**src/rtl/otter_mem_arbiter.sv**
```systemverilog
// rtl/otter_mem_arbiter.sv - round-robin arbiter sharing OTTER data memory port 2 between CPU and DMA
//
// Purpose: sequences each access through ST_IDLE -> ST_ACCESS (-> ST_RESP for reads),
// grants requesters round-robin and rejects misaligned accesses before memory sees them.
//
// Ports:
//   CLK, RESET_N                  clock (rising edge), asynchronous active-low reset
//   REQx/WEx/ADDRx/WDATAx/SIZEx/SIGNx   requester x (0 = CPU, 1 = DMA/debug) access fields
//   GNTx, ERRx, RVALIDx, RDATAx  per-requester grant, reject, read-valid pulses and read data
//   MEM_RDEN2, MEM_WE2            memory strobes, asserted only in ST_ACCESS
//   MEM_ADDR2, MEM_DIN2, MEM_SIZE, MEM_SIGN   latched access fields to memory
//   MEM_DOUT2                     memory read data, valid the cycle after MEM_RDEN2
module otter_mem_arbiter #(
  parameter int ADDR_W = 32,
  parameter int DATA_W = 32
) (
  input  logic              CLK,
  input  logic              RESET_N,
  input  logic              REQ0,
  input  logic              REQ1,
  input  logic              WE0,
  input  logic              WE1,
  input  logic [ADDR_W-1:0] ADDR0,
  input  logic [ADDR_W-1:0] ADDR1,
  input  logic [DATA_W-1:0] WDATA0,
  input  logic [DATA_W-1:0] WDATA1,
  input  logic [1:0]        SIZE0,
  input  logic [1:0]        SIZE1,
  input  logic              SIGN0,
  input  logic              SIGN1,
  output logic              GNT0,
  output logic              GNT1,
  output logic              ERR0,
  output logic              ERR1,
  output logic              RVALID0,
  output logic              RVALID1,
  output logic [DATA_W-1:0] RDATA0,
  output logic [DATA_W-1:0] RDATA1,
  output logic              MEM_RDEN2,
  output logic              MEM_WE2,
  output logic [ADDR_W-1:0] MEM_ADDR2,
  output logic [DATA_W-1:0] MEM_DIN2,
  output logic [1:0]        MEM_SIZE,
  output logic              MEM_SIGN,
  input  logic [DATA_W-1:0] MEM_DOUT2
);

  typedef enum logic [1:0] {
    ST_IDLE   = 2'd0,
    ST_ACCESS = 2'd1,
    ST_RESP   = 2'd2
  } state_t;

  state_t              state_q, state_d;
  logic                owner_q, owner_d;
  logic                last_q, last_d;
  logic                we_q, we_d;
  logic                illegal_q, illegal_d;
  logic [ADDR_W-1:0]   addr_q, addr_d;
  logic [DATA_W-1:0]   din_q, din_d;
  logic [1:0]          size_q, size_d;
  logic                sign_q, sign_d;

  // Selection and the selected requester's fields
  logic                sel;
  logic                sel_we;
  logic [ADDR_W-1:0]   sel_addr;
  logic [DATA_W-1:0]   sel_wdata;
  logic [1:0]          sel_size;
  logic                sel_sign;
  logic                sel_illegal;

  // On a tie the requester that was not granted last wins; otherwise the lone requester wins.
  always_comb begin
    if (REQ0 && REQ1) begin
      sel = ~last_q;
    end else begin
      sel = REQ1;
    end
  end

  assign sel_we    = sel ? WE1    : WE0;
  assign sel_addr  = sel ? ADDR1  : ADDR0;
  assign sel_wdata = sel ? WDATA1 : WDATA0;
  assign sel_size  = sel ? SIZE1  : SIZE0;
  assign sel_sign  = sel ? SIGN1  : SIGN0;

  always_comb begin
    case (sel_size)
      2'd0:    sel_illegal = 1'b0;
      2'd1:    sel_illegal = sel_addr[0];
      2'd2:    sel_illegal = (sel_addr[1:0] != 2'b00);
      default: sel_illegal = 1'b1;
    endcase
  end

  // State and datapath registers
  always_ff @(posedge CLK or negedge RESET_N) begin
    if (!RESET_N) begin
      state_q   <= ST_IDLE;
      owner_q   <= 1'b0;
      last_q    <= 1'b1;
      we_q      <= 1'b0;
      illegal_q <= 1'b0;
      addr_q    <= '0;
      din_q     <= '0;
      size_q    <= 2'd0;
      sign_q    <= 1'b0;
    end else begin
      state_q   <= state_d;
      owner_q   <= owner_d;
      last_q    <= last_d;
      we_q      <= we_d;
      illegal_q <= illegal_d;
      addr_q    <= addr_d;
      din_q     <= din_d;
      size_q    <= size_d;
      sign_q    <= sign_d;
    end
  end

  // Next-state logic; access fields are captured only when a request is taken in ST_IDLE
  always_comb begin
    state_d   = state_q;
    owner_d   = owner_q;
    last_d    = last_q;
    we_d      = we_q;
    illegal_d = illegal_q;
    addr_d    = addr_q;
    din_d     = din_q;
    size_d    = size_q;
    sign_d    = sign_q;
    case (state_q)
      ST_IDLE: begin
        if (REQ0 || REQ1) begin
          state_d   = ST_ACCESS;
          owner_d   = sel;
          last_d    = sel;
          we_d      = sel_we;
          illegal_d = sel_illegal;
          addr_d    = sel_addr;
          din_d     = sel_wdata;
          size_d    = sel_size;
          sign_d    = sel_sign;
        end
      end
      ST_ACCESS: begin
        // Rejected accesses and writes have no response phase
        if (illegal_q || we_q) begin
          state_d = ST_IDLE;
        end else begin
          state_d = ST_RESP;
        end
      end
      ST_RESP: begin
        state_d = ST_IDLE;
      end
      default: begin
        state_d = ST_IDLE;
      end
    endcase
  end

  // Output decode; unknown encodings fall to the all-zero default
  always_comb begin
    GNT0      = 1'b0;
    GNT1      = 1'b0;
    ERR0      = 1'b0;
    ERR1      = 1'b0;
    RVALID0   = 1'b0;
    RVALID1   = 1'b0;
    RDATA0    = '0;
    RDATA1    = '0;
    MEM_RDEN2 = 1'b0;
    MEM_WE2   = 1'b0;
    case (state_q)
      ST_ACCESS: begin
        GNT0 = ~owner_q;
        GNT1 = owner_q;
        if (illegal_q) begin
          ERR0 = ~owner_q;
          ERR1 = owner_q;
        end else if (we_q) begin
          MEM_WE2 = 1'b1;
        end else begin
          MEM_RDEN2 = 1'b1;
        end
      end
      ST_RESP: begin
        if (owner_q) begin
          RVALID1 = 1'b1;
          RDATA1  = MEM_DOUT2;
        end else begin
          RVALID0 = 1'b1;
          RDATA0  = MEM_DOUT2;
        end
      end
      default: begin
      end
    endcase
  end

  assign MEM_ADDR2 = addr_q;
  assign MEM_DIN2  = din_q;
  assign MEM_SIZE  = size_q;
  assign MEM_SIGN  = sign_q;

endmodule

```
**config.mk**
```make
export PLATFORM = sky130hd
export DESIGN_NAME = otter_mem_arbiter
export DESIGN_NICKNAME = d
export VERILOG_FILES = /design/src/rtl/otter_mem_arbiter.sv
export SDC_FILE = /design/constraint.sdc
export NUM_CORES = 1
export LEC_CHECK = 0
export CAP_MARGIN = 20
export CORE_AREA = 10 10 114 116
export CTS_BUF_LIST = sky130_fd_sc_hd__clkbuf_16
export DETAILED_ROUTE_END_ITERATION = 7
export DIE_AREA = 0 0 124 126
export DONT_BUFFER_PORTS = 1
export PLACE_DENSITY = 0.6
export REMOVE_ABC_BUFFERS = 1
export SYNTH_ARGS = -nofsm -noshare
export SYNTH_HDL_FRONTEND = slang
export SYNTH_SLANG_ARGS = --single-unit
export TNS_END_PERCENT = 10
```
**constraint.sdc**
```tcl
create_clock -name CLK -period 4 [get_ports CLK]
set_clock_uncertainty 0.05 [all_clocks]
set_input_delay 0.6 -clock CLK [delete_from_list [all_inputs] [get_ports CLK]]
set_output_delay 0.6 -clock CLK [all_outputs]
set_load 0.01 [all_outputs]
```
==> results of run 1 <==
cell families (layout without fill, tap and decap cells):
kind of cell | Yosys count | in the layout | synth area share (%)
flops | 73 | 73 | 41.2
buf+inv | 23 | 25 | 6.23
simple gates | 79 | 79 | 11.1
other cells | 0 | 2 | 0
compound gates | 8 | 8 | 1.13
mux | 137 | 137 | 40.4
routing by layer:
metal  GRT usage (%)  up-vias  wire length [um]
li1                -     1103                 -
met1            15.4     1160              4310
met2            28.2      186              6800
met3            9.20        9              2080
met4            4.88        0               136
met5               0        -                 0
flip-flops by register name, summed over array words and instances (netlist names):
| register | cells |
|---|---|
| MEM_SIZE | 2 |
| owner_q | 1 |
| we_q | 1 |
| illegal_q | 1 |
| MEM_ADDR2 | 32 |
| state_q | 2 |
| last_q | 1 |
| MEM_DIN2 | 32 |
| MEM_SIGN | 1 |
cell usage in the layout, fill, tap and decap left out, types with 2 or more instances in the layout:
master / synthesis / layout
sky130_fd_sc_hd__nor2_1: 3 / 3
sky130_fd_sc_hd__diode_2: 0 / 2
sky130_fd_sc_hd__a21oi_1: 4 / 4
sky130_fd_sc_hd__clkinv_2: 0 / 2
sky130_fd_sc_hd__mux2_4: 67 / 67
sky130_fd_sc_hd__bufinv_16: 0 / 2
sky130_fd_sc_hd__and2_1: 66 / 66
sky130_fd_sc_hd__nor3_1: 3 / 3
sky130_fd_sc_hd__clkinv_1: 0 / 2
sky130_fd_sc_hd__mux2_2: 31 / 31
sky130_fd_sc_hd__clkbuf_16: 0 / 9
sky130_fd_sc_hd__buf_4: 0 / 6
sky130_fd_sc_hd__nor3b_2: 1 / 2
sky130_fd_sc_hd__mux2_1: 38 / 38
sky130_fd_sc_hd__dfrtp_1: 72 / 72
worst max-delay path: cells and delay by family (launching register included):
family | cells | cell delay [ps]
muxes | 1 | 330
buffers and inverters | 1 | 430
and+or+nand+nor | 2 | 900
DFF | 1 | 420
stage by stage:
| stage | utilization (%) | cells | hold slack, ps |
|---|---|---|---|
| 2_1_floorplan | - | 298 | 254 |
| 3_3_place_gp | 41.4 | 445 | 258 |
| 3_5_place_dp | 41.4 | 445 | 257 |
| 4_1_cts | 44.5 | 462 | 44.1 |
| 5_1_grt | 44.5 | 462 | 38.6 |
| 6_report | 44.6 | 464 | 60.5 |
layout make-up:
cell class | count | area (um^2) | share of cell area (%)
Clock inverter | 7 | 85.1 | 1.78
Antenna cell | 2 | 5.00 | 0.105
Inverter | 1 | 3.75 | 0.0787
Multi-Input combinational cell | 224 | 2350 | 49.4
Clock buffer | 9 | 225 | 4.72
Sequential cell | 73 | 1830 | 38.3
Tap cell | 140 | 175 | 3.67
Timing Repair Buffer | 8 | 92.6 | 1.94
power breakdown:
group          switching [W]  internal, W
sequential          0.000530      0.00112
combinational       0.000485     0.000810
clock               0.000312     0.000539
worst max-delay path by stage:
| stage | start | end | slack [ps] | cells after the start |
|---|---|---|---|---|
| 5_1_grt | state_q[0]$_DFFE_PN0P_ | MEM_DIN2[9]$_DFFE_PN0P_ | 1560 | 4 |
| 4_1_cts | state_q[0]$_DFFE_PN0P_ | MEM_DIN2[23]$_DFFE_PN0P_ | 1680 | 4 |
| 3_5_place_dp | REQ1 | MEM_DIN2[23]$_DFFE_PN0P_ | 1630 | 4 |
| 2_1_floorplan | REQ1 | illegal_q$_DFFE_PN0P_ | -1070 | 3 |
| 3_3_place_gp | REQ1 | MEM_DIN2[23]$_DFFE_PN0P_ | 1660 | 4 |
| 6_report | state_q[0]$_DFFE_PN0P_ | MEM_ADDR2[27]$_DFFE_PN0P_ | 1700 | 4 |
==> results.sh, run 1 <==
export IMPL_route_detailed_vias_per_inst=5.30
export IMPL_synthFlopType="sky130_fd_sc_hd__dfrtp_1"
export IMPL_drive_above_1_share_pct=38.8
export IMPL_unrepaired_setup_endpoints_after_global_routing="no"
export IMPL_place_congestion=0.740
export IMPL_worst_r2r_startpoint="state_q[0]$_DFFE_PN0P_"
export IMPL_fin_tns_setup_ps=0
export IMPL_root_buffer="sky130_fd_sc_hd__clkbuf_16"
export IMPL_synth_lib_cells_used_distinct=24
export IMPL_maximum_frequency_from_static_timing_analysis_mhz=434
export IMPL_status="complete, no violations"
export IMPL_worst_slew_pin_slew_ps=765
export IMPL_globalRoute_totalOverflow=0
export IMPL_synth_largest_type_area_fraction_pct=40.6
export IMPL_wirelength_um=13300
export IMPL_cts_clk_slew_worst_paths_ps=60
export IMPL_critPathCaptureType="flip-flop"
export IMPL_coreArea_um2=10700
export IMPL_critical_path_max_stage_delay_ps=680
export IMPL_worst_hold_path_type="in -> async"
export IMPL_floorplan_initialDensity_pct=41.5
export IMPL_post_synth_most_frequent_cells="sky130_fd_sc_hd__dfrtp_1 (72), sky130_fd_sc_hd__mux2_4 (67), sky130_fd_sc_hd__and2_1 (66)"
export IMPL_post_route_drc_count=0
export IMPL_postCtsHoldBufs=1
export IMPL_synthToLayoutAreaGrowth_pct=7.35
export IMPL_num_rows=38
export IMPL_detail_route_wl_per_cell_um=28.7
export IMPL_global_route_usage_total_pct=16.0
export IMPL_preCtsSetupSlack_ps=1630
export IMPL_detailedPlacementHpwl_um=10700
export IMPL_num_io_pins=311
export IMPL_synth_seq_cells=73
export IMPL_firstDrtPassIters=3
export IMPL_regToRegEndpoint="MEM_ADDR2[27]$_DFFE_PN0P_"
export IMPL_clk_latency_ps=330
export IMPL_grt_antenna_before_repair=2
export IMPL_maxSlewHeadroom_pct=49.0
export IMPL_timing_reg2reg_setup_slack_ps=1700
export IMPL_clk_path_buf_depth=2
export IMPL_netlist_top_cell_by_area="sky130_fd_sc_hd__dfrtp_1"
export IMPL_synthesis_area_um2=4440
export IMPL_asyncSetResetFlopFracSynth_pct=100
export IMPL_cts_tree="yes"
export IMPL_category_of_the_worst_setup_path_launch_point="flip-flop"
export IMPL_synth_area_per_cell_um2=13.9
export IMPL_synth_seq_area_share_pct=41.2
export IMPL_cp_data_required_time_ps=4170
export IMPL_postPlaceCellArea_um2=4430
export IMPL_die_h_um=126
export IMPL_htree_num_levels=3
export IMPL_cts_sinks=73
export IMPL_p_total_w=0.00380
export IMPL_place_port_buffers=0
export IMPL_cts_resized=0
export IMPL_critPathSlowestCell="sky130_fd_sc_hd__and2_4"
export IMPL_post_cts_setup_buffers=0
export IMPL_via_count=2458
export IMPL_final_nets=489
export IMPL_worstRegToRegCells=4
export IMPL_maximum_number_of_pins_on_one_net_before_global_route_repair=73
export IMPL_clock_buffers_created_by_tritoncts=9
export IMPL_worst_ep_arrival_time_ps=2470
export IMPL_final_hold_violation_count=0
export IMPL_fillers=973
export IMPL_maxCapViolations=0
export IMPL_vdd_ir_drop_max_uv=397
export IMPL_timing_final_max_slew_violations=0
export IMPL_critical_path_cell_chain="nor2_1, and2_4, buf_4, mux2_4"
export IMPL_setup_slack_ps=1700
export IMPL_antenna_left=0
export IMPL_drt_initial_drc_count=56
export IMPL_synth_most_common_cell="sky130_fd_sc_hd__dfrtp_1"
export IMPL_synth_warning_count=0
export IMPL_post_synth_main_area_contributors="sky130_fd_sc_hd__dfrtp_1 (41%), sky130_fd_sc_hd__mux2_4 (23%), sky130_fd_sc_hd__mux2_1 (9.6%)"
export IMPL_global_route_wire_length_before_repair_um=18800
export IMPL_power_per_cell_area_nw_per_um2=797
export IMPL_grt_pass1_vias=2919
export IMPL_final_period_utilization_pct=57.6
export IMPL_die_width_um=124
export IMPL_period_minus_slack_ps=2300
export IMPL_worst_path_max_fanout=42
export IMPL_synth_enable_flop_cells=0
export IMPL_die_area_um2=15600
export IMPL_setup_violators_final=0
export IMPL_crit_type="reg -> reg"
export IMPL_design_area_um2=4770
export IMPL_power_leakage_nw=2.11
export IMPL_netlist_instances=320
Note: power is estimated with default switching activity, not from simulation.
==> run 2: changes to the inputs <==
PLACE_DENSITY = 0.62   (was 0.6)
clock period = 1.9 ns   (was 4 ns; I/O delays follow)
==> run 2 against run 1 <==
Setup slack worse by 1700 ps. Sequential power is 110% higher. Die area is the same. Clock power grew 130%. The flow now finishes with violations (negative hold slack). Worst hold slack worse by 460 ps. Final cell count is 2.8% higher.
==> results.sh, run 2 (synthesized netlist as in run 1, its figures left out) <==
export IMPL_die_width_um=124
export IMPL_violated_checks="negative hold slack"
export IMPL_place_port_buffers=0
export IMPL_root_buffer="sky130_fd_sc_hd__clkbuf_16"
export IMPL_vdd_ir_drop_max_uv=680
export IMPL_post_route_drc_count=0
export IMPL_global_route_wire_length_before_repair_um=19100
export IMPL_mostFrequentLayoutCell="sky130_fd_sc_hd__dfrtp_1"
export IMPL_fillers=961
export IMPL_timing_final_max_slew_violations=0
export IMPL_grt_pass1_vias=2993
export IMPL_synthToLayoutAreaGrowth_pct=12.5
export IMPL_cts_tree="yes"
export IMPL_num_rows=38
export IMPL_drive_above_1_share_pct=46.4
export IMPL_detail_route_wl_per_cell_um=29.3
export IMPL_worst_hold_path_type="in -> async"
export IMPL_cts_sinks=73
export IMPL_place_congestion=0.766
export IMPL_firstDrtPassIters=4
export IMPL_maxCapViolations=0
export IMPL_die_h_um=126
export IMPL_status="finished, violations left"
export IMPL_worst_hold_slack_ps=-402
export IMPL_wirelength_um=14000
export IMPL_setup_violators_final=0
export IMPL_via_count=2555
export IMPL_coreArea_um2=10700
export IMPL_htree_num_levels=3
export IMPL_route_detailed_vias_per_inst=5.36
export IMPL_power_per_cell_area_nw_per_um2=1680
export IMPL_power_leakage_nw=2.25
export IMPL_core_utilization_of_the_finished_layout_pct=46.7
export IMPL_grt_antenna_before_repair=1
export IMPL_maxSlewHeadroom_pct=69.4
export IMPL_floorplan_initialDensity_pct=41.5
export IMPL_worstRegToRegCells=4
export IMPL_worst_slew_pin_slew_ps=459
export IMPL_clock_buffers_created_by_tritoncts=9
export IMPL_final_cell_mix="sky130_fd_sc_hd__dfrtp_1 (72), sky130_fd_sc_hd__mux2_4 (67), sky130_fd_sc_hd__and2_1 (50)"
export IMPL_global_route_usage_total_pct=16.4
export IMPL_antenna_left=0
export IMPL_maximum_number_of_pins_on_one_net_before_global_route_repair=74
export IMPL_crit_type="reg -> out"
export IMPL_final_nets=503
export IMPL_critPathCaptureType="output pin"
export IMPL_detailedPlacementHpwl_um=11300
export IMPL_final_period_utilization_pct=97.8
export IMPL_clk_latency_ps=320
export IMPL_cts_clk_slew_worst_paths_ps=60
export IMPL_cp_data_required_time_ps=1560
export IMPL_final_hold_violation_count=73
export IMPL_worst_ep_arrival_time_ps=1520
export IMPL_globalRoute_totalOverflow=0
export IMPL_worst_path_max_fanout=15
export IMPL_clk_path_buf_depth=2
export IMPL_period_minus_slack_ps=1860
export IMPL_drt_initial_drc_count=93
export IMPL_die_area_um2=15600
export IMPL_category_of_the_worst_setup_path_launch_point="flip-flop"
export IMPL_num_io_pins=311
export IMPL_maximum_frequency_from_static_timing_analysis_mhz=538
export IMPL_unrepaired_setup_endpoints_after_global_routing="yes"
[run 2: what timing repair did]
item / CTS / global route
endpoints found under the setup margin: 4 / 20
endpoints found under the hold margin: 73 / 73
buffers inserted: 0 / 5
cloned: 0 / 2
gates resized for setup: 2 / 18
pin swaps: 1 / 2
[run 2: path summary, 6_finish.rpt]
kind                                        start                        to  slack (ps)
min in group CLK                         ADDR0[0]  MEM_ADDR2[0]$_DFFE_PN0P_         170
hold / removal                            RESET_N  MEM_DIN2[19]$_DFFE_PN0P_        -400
setup reg to reg           state_q[0]$_DFFE_PN0P_   MEM_DIN2[7]$_DFFE_PN0P_         170
max in group asynchronous                 RESET_N        last_q$_DFFE_PN1P_        1990
setup / recovery              owner_q$_DFFE_PN0P_                RDATA1[30]          40
hold reg to reg                  we_q$_DFFE_PN0P_    state_q[1]$_DFFE_PN0P_         450
[run 2: per-layer routing]
metal / global-route usage (%) / up-vias / wire [um]
li1: - / 1128 / -
met1: 14.7 / 1220 / 4230
met2: 30.4 / 195 / 7520
met3: 9.47 / 12 / 2060
met4: 4.07 / 0 / 156
met5: 0 / - / 0
[run 2: area by class of cell]
type                    instances  area, um^2  share of cell area, %
multi-input cells             224        2390                   47.9
flip-flops and latches         73        1830                   36.6
repair buffers                 22         258                   5.16
clock buffers                   9         225                   4.51
well taps                     140         175                   3.50
clock inverters                 7         111                   2.23
inverters                       1        3.75                 0.0751
diodes                          1        2.50                 0.0501
[run 2: where the power goes]
| group | internal [W] | switching [W] |
|---|---|---|
| registers | 0.00237 | 0.00112 |
| clock network | 0.00127 | 0.000651 |
| logic | 0.00192 | 0.00105 |
| total | 0.00556 | 0.00283 |
[run 2: critical path, stage by stage, from the launching register on]
cell and delay (ps):
sky130_fd_sc_hd__dfrtp_1 410, sky130_fd_sc_hd__inv_2 80, sky130_fd_sc_hd__nor3b_4 200, sky130_fd_sc_hd__buf_4 160, sky130_fd_sc_hd__clkbuf_16 160, sky130_fd_sc_hd__and2_1 190
[run 2: through the flow]
| stage | TNS, ps | instances | worst slack [ps] | area, um^2 | total power, W |
|---|---|---|---|---|---|
| 2_1_floorplan | -208150 | 298 | -2860 | 4170 | 0.00557 |
| 3_3_place_gp | 0 | 453 | 216 | 4520 | 0.00637 |
| 3_5_place_dp | 0 | 453 | 187 | 4520 | 0.00644 |
| 4_1_cts | 0 | 469 | 12.8 | 4860 | 0.00842 |
| 5_1_grt | -530 | 476 | -47.8 | 5000 | 0.00881 |
| 6_report | 0 | 477 | 42.1 | 5000 | 0.00838 |
